==> src/rtl/button_conditioner.sv <==
// Push-button front end: 2-flop sync, per-button debounce, press pulses, direction encode, shoot FSM.
// Define BTN_AUTOFIRE_EN to build the shoot auto-repeat (REPEAT state and repeat counter).
module button_conditioner #(
   parameter int unsigned DEBOUNCE_CYCLES = 1_000_000,
   parameter int unsigned REPEAT_DELAY    = 50_000_000,
   parameter int unsigned REPEAT_PERIOD   = 25_000_000
) (
   input  logic       clk,
   input  logic       rst_n,
   input  logic       bt_w,
   input  logic       bt_a,
   input  logic       bt_s,
   input  logic       bt_d,
   input  logic       bt_st,
   output logic [4:0] btn_level,
   output logic [4:0] btn_press,
   output logic       move_valid,
   output logic [1:0] move_dir,
   output logic       shoot_pulse
);

   localparam int unsigned   CW       = $clog2(DEBOUNCE_CYCLES + 1);
   localparam logic [CW-1:0] CNT_LAST = CW'(DEBOUNCE_CYCLES - 1);

   if (DEBOUNCE_CYCLES < 1 || REPEAT_DELAY < 1 || REPEAT_PERIOD < 1) begin : g_bad_param
      $error("button_conditioner: cycle parameters must be at least 1");
   end

`ifdef BTN_AUTOFIRE_EN
   localparam int unsigned RMAX = (REPEAT_DELAY > REPEAT_PERIOD) ? REPEAT_DELAY : REPEAT_PERIOD;
   localparam int unsigned RW   = $clog2(RMAX + 1);

   typedef enum logic [1:0] {S_IDLE, S_HELD, S_REPEAT} shoot_state_e;

   logic [RW-1:0] rc_q, rc_d;
`else
   typedef enum logic {S_IDLE, S_HELD} shoot_state_e;
`endif

   logic [4:0]    raw;
   logic [4:0]    sync1_q, sync2_q;
   logic [4:0]    level_q, level_d;
   logic [4:0]    press_q, press_d;
   logic [CW-1:0] cnt_q [5];
   logic [CW-1:0] cnt_d [5];
   logic [1:0]    dir_q, dir_d;
   logic [1:0]    prio_dir;
   shoot_state_e  state_q, state_d;

   assign raw       = {bt_st, bt_d, bt_s, bt_a, bt_w};
   assign btn_level = level_q;
   assign btn_press = press_q;

   always_ff @(posedge clk or negedge rst_n) begin
      if (!rst_n) begin
         sync1_q <= '0;
         sync2_q <= '0;
         level_q <= '0;
         press_q <= '0;
         dir_q   <= '0;
         state_q <= S_IDLE;
         for (int unsigned i = 0; i < 5; i++) cnt_q[i] <= '0;
`ifdef BTN_AUTOFIRE_EN
         rc_q    <= '0;
`endif
      end else begin
         sync1_q <= raw;
         sync2_q <= sync1_q;
         level_q <= level_d;
         press_q <= press_d;
         dir_q   <= dir_d;
         state_q <= state_d;
         for (int unsigned i = 0; i < 5; i++) cnt_q[i] <= cnt_d[i];
`ifdef BTN_AUTOFIRE_EN
         rc_q    <= rc_d;
`endif
      end
   end

   // Counter only runs while the synced input disagrees with the accepted level.
   always_comb begin
      level_d = level_q;
      for (int unsigned i = 0; i < 5; i++) begin
         cnt_d[i] = '0;
         if (sync2_q[i] != level_q[i]) begin
            if (cnt_q[i] == CNT_LAST) level_d[i] = sync2_q[i];
            else                      cnt_d[i]   = cnt_q[i] + 1'b1;
         end
      end
      press_d = level_d & ~level_q;
   end

   always_comb begin
      move_valid = |level_q[3:0];
      prio_dir   = 2'b11;
      if      (level_q[0]) prio_dir = 2'b00;
      else if (level_q[2]) prio_dir = 2'b01;
      else if (level_q[1]) prio_dir = 2'b10;
      move_dir = move_valid ? prio_dir : dir_q;
      dir_d    = move_dir;
   end

   always_comb begin
      state_d     = state_q;
      shoot_pulse = 1'b0;
`ifdef BTN_AUTOFIRE_EN
      rc_d        = '0;
`endif
      case (state_q)
         S_IDLE: begin
            if (press_q[4]) begin
               shoot_pulse = 1'b1;
               state_d     = S_HELD;
            end
         end
         S_HELD: begin
            if (!level_q[4]) state_d = S_IDLE;
`ifdef BTN_AUTOFIRE_EN
            else if (rc_q == RW'(REPEAT_DELAY - 1)) begin
               shoot_pulse = 1'b1;
               state_d     = S_REPEAT;
            end
            else rc_d = rc_q + 1'b1;
`endif
         end
`ifdef BTN_AUTOFIRE_EN
         S_REPEAT: begin
            if (!level_q[4]) state_d = S_IDLE;
            else if (rc_q == RW'(REPEAT_PERIOD - 1)) shoot_pulse = 1'b1;
            else rc_d = rc_q + 1'b1;
         end
`endif
         default: state_d = S_IDLE;
      endcase
   end

endmodule

==> config.mk <==
export PLATFORM = sky130hd
export DESIGN_NAME = button_conditioner
export DESIGN_NICKNAME = d
export VERILOG_FILES = /design/src/rtl/button_conditioner.sv
export SDC_FILE = /design/constraint.sdc
export NUM_CORES = 1
export LEC_CHECK = 0
export CAP_MARGIN = 20
export CORE_MARGIN = 3
export CORE_UTILIZATION = 55
export DETAILED_ROUTE_END_ITERATION = 7
export PLACE_DENSITY = 0.73
export SLEW_MARGIN = 20
export SYNTH_ARGS = -nofsm -noshare
export SYNTH_HDL_FRONTEND = slang
export SYNTH_SLANG_ARGS = --single-unit
==> constraint.sdc <==
create_clock -name clk -period 2.3 [get_ports clk]
set_input_delay 0.23 -clock clk [delete_from_list [all_inputs] [get_ports clk]]
set_output_delay 0.23 -clock clk [all_outputs]
set_load 0.01 [all_outputs]
==> key figures <==
Route
  • Drt pass-1 iters: 4
  • Iter 0 DRT Violations: 242
  • Wire per inst: 14.85 um
  • Detail Route Antenna Nets: 0
  • Via density: 5.681
  • Vias: 4289
  • WL final: 11.21 mm
  • DRC: 0

Worst setup path
  • Worst R2R Start: cnt_q[6]
  • Crit Path Max Fanout: 7
  • Slowest stage delay, CP: 0.52 ns
  • CP cell instances: or4_1 -> clkdlybuf4s50_1
  • R2r endpoint: btn_level[4]
  • Buf/Inv on CP: 1
  • Top delay family on crit path: simple AND/OR/NAND/NOR gates
  • Worst Path Required: 2.07 ns
  • Slowest cell on crit path: or4_1
  • Crit Path Class: flop to output port
  • Reg2reg setup slack: 0.17 ns
  • CP endpoint kind: output port
  • Worst EP arrival: 1.98 ns
  • Register-to-Register Path Depth: 4
  • Startpoint types: flop

Yosys
  • Post-synthesis register bit count: 123
  • Post-synthesis sequential area ratio: 0.5321
  • Avg Cell Area, Syn: 10.08 sq um
  • Synth Cell Area: 0.005784 sq mm
  • Ranking of synthesized cells by area: dfrtp_1 53%, xnor2_1 6.2%, nor2_1 5.0%
  • Biggest area consumer among synthesized cells: dfrtp_1
  • Synth cell types: 41
  • Synthesis warning total: 0
  • Mapped Cells: 574
  • Synth Net Count: 586
  • Synth top area share: 0.5321

Timing
  • Final worst setup slack: 0.09441 ns
  • Pins Over Slew Limit: 0
  • Clk_skew: 0.005642 ns
  • Fin crit period: 2.206 ns
  • Setup_tns: 0 ns
  • Final hold viol count: 0
  • Final Cycle Share: 0.9590
  • Max Clk Rate: 453.4 MHz
  • RSZ-0062 raised after global routing: no
  • Slew HR: 0.6254
  • Setup Viol. Count Final: 0
  • Worst slew pin tran: 0.5568 ns

Pwr
  • Int Pwr: 0.004035 W
  • Combinational share of power: 0.027
  • Sw frac: 0.2119
  • Max VDD drop: 569.8 uV
  • Sequential power share: 0.434
  • NetSw: 0.001085 W
  • LEAKAGE: 2.764 nW
  • Clock share of power: 0.539
  • PwrDens: 752.5 mW/mm^2

Placement
  • Setup WS pre-CTS: 0.2175 ns
  • GP Congestion: 0.8097
  • Dpl hpwl: 7.346 mm
  • PortBufs: 20

Layout
  • ANT cells: 0
  • Final #Nets: 621
  • Share of cells above drive strength 1: 0.1045
  • Area Overhead vs Synth: 17.63%

GRT
  • Largest net degree at the start of global routing: 97
  • Vias in the first global route: 4305
  • GRT overflow: 0
  • First-pass GRT wire length: 19.70 mm
  • Antenna violations before repair: 0
  • Gr usage total: 0.2123

Clock network
  • Max clock buf depth: 2
  • Clk sink count: 123
  • H-tree depth: 4
  • CTS tree: yes
  • Clk slew on worst S/H paths: 0.06 ns
  • TritonCTS Buffers: 17
  • Clk_lat worst skew: 0.51 ns
  • Clock root buffer: clkbuf_8

Worst hold path
  • Hold path start: bt_d
  • Hold WC Path Type: primary input to flop
  • Hold endpoint: sync1_q[3]
  • Hold path depth: 1

Floorplanning
  • Core Footprint: 0.01000 sq mm
  • Site Rows: 36
  • Die W: 108.6 um
  • Vert. Die Dim: 108.6 um
  • Die area: 0.01178 sq mm
  • Initial Util: 0.5785
  • IO Count: 21

Status
  • Status: finished clean

Job
  • Max Cap Viol: 0
-- timing repair --
action                                 in CTS  in global routing
setup endpoints to repair                   0                  2
buffers inserted                            0                  0
resized for setup                           0                  3
hold buffers                                1                  0
endpoints found under the hold margin      27                  0
-- sequential cells by signal, summed over array words and instances, names as in the netlist --
signal	cells
dir_q	2
btn_press	5
cnt_q	100
state_q	1
btn_level	5
sync2_q	5
sync1_q	5
-- metal layers --
metal	track usage	part of all wire	up-vias
met5	0	0	-
met4	0.06853	0.012	0
met3	0.06090	0.031	15
met2	0.3389	0.49	64
met1	0.2808	0.47	2097
li1	-	-	2113
-- how the worst max path moves through the flow --
stage / start / end / slack (ns) / depth (start not counted)
finish: btn_level[1] / move_valid / 0.09 / 2
global route: btn_level[1] / move_valid / 0.002 / 2
CTS: btn_level[2] / move_valid / 0.03 / 2
detailed placement: cnt_q[26] / cnt_q[26] / 0.22 / 5
global placement: cnt_q[26] / cnt_q[31] / 0.27 / 5
floorplan: cnt_q[26] / btn_level[3] / 0.32 / 4
-- power groups by stage --
stage / combinational [W] / clock [W] / sequential [W]
after floorplan: 0.0000629 / 0 / 0.00226
after global placement: 0.000135 / 0 / 0.00226
after detailed placement: 0.000139 / 0 / 0.00226
after CTS: 0.000141 / 0.00279 / 0.00222
after global routing: 0.000162 / 0.00291 / 0.00223
final: 0.000138 / 0.00276 / 0.00222
-- synth_stat cells --
master,instances
xor2_1,22
nand2b_1,2
a31o_2,2
nor4b_1,4
or4b_1,2
mux2_2,5
nor3b_1,3
nand3_2,1
and3b_1,2
a21oi_1,32
a21bo_2,1
o21ai_0,17
and3_1,11
nand2_1,31
o31ai_2,1
and4_1,3
or3_1,20
clkbuf_1,6
o31ai_1,13
nand4_1,20
inv_1,18
dfrtp_1,123
nand4_4,1
or4_1,22
ha_1,5
xnor2_1,41
a21oi_2,1
nor2b_1,1
a21o_1,1
nor3_1,14
or2_2,3
nand3_1,35
nor4_1,11
nand3b_1,1
and2_1,7
buf_2,9
and3_2,1
nor2_1,77
o41ai_2,1
or4_4,2
o21ai_1,2
-- area by class of cell --
class                      instances  area, sq um
inverter                          18        67.56
timing repair buffer              31        295.3
clock buffer                      18        427.9
sequential                       123         3082
clock inverter                    14        193.9
tap                              133        166.4
multi-input combinational        418         2571
fill                             788         3196
-- cell families after synthesis --
| family | synth area share |
|---|---|
| buffers and inverters | 0.02336 |
| multiplexers | 0.009733 |
| flip-flops | 0.5321 |
| adder cells (fa/ha/maj) | 0.01082 |
| AND/OR/NAND/NOR | 0.2550 |
| AO/OA/AOI/OAI | 0.07355 |
| XOR/XNOR | 0.09539 |
-- per-stage QoR --
stage               area [sq um]  hold slack, ns  power [W]  utilization  std cells
floorplan                   5784        -0.06559   0.002319            -        574
global placement            6168          0.1672   0.002396       0.6169        722
detailed placement          6168          0.1750   0.002401       0.6169        722
CTS                         6800          0.1378   0.005160       0.6801        755
global route                6804          0.1285   0.005301       0.6804        755
finish                      6804          0.1579   0.005120       0.6804        755
-- cell usage in the layout, fill, tap and decap left out, types with 3 or more instances in the layout --
cell type and instances:
dfrtp_1 120, nor2_1 77, xnor2_1 41, nand3_1 35
a21oi_1 32, nand2_1 31, or4_1 22, xor2_1 22
or3_1 20, nand4_1 20, clkdlybuf4s50_1 19, inv_1 18
o21ai_0 17, clkbuf_16 16, nor3_1 14, o31ai_1 13
nor4_1 11, and3_1 11, buf_4 10, and2_1 7
mux2_2 5, ha_1 5, nor4b_1 4, bufinv_16 4
and4_1 3, or2_2 3, nor3b_1 3, dfrtp_2 3
clkinv_2 3, clkinv_4 3
Power figures use the tool's default switching activity.
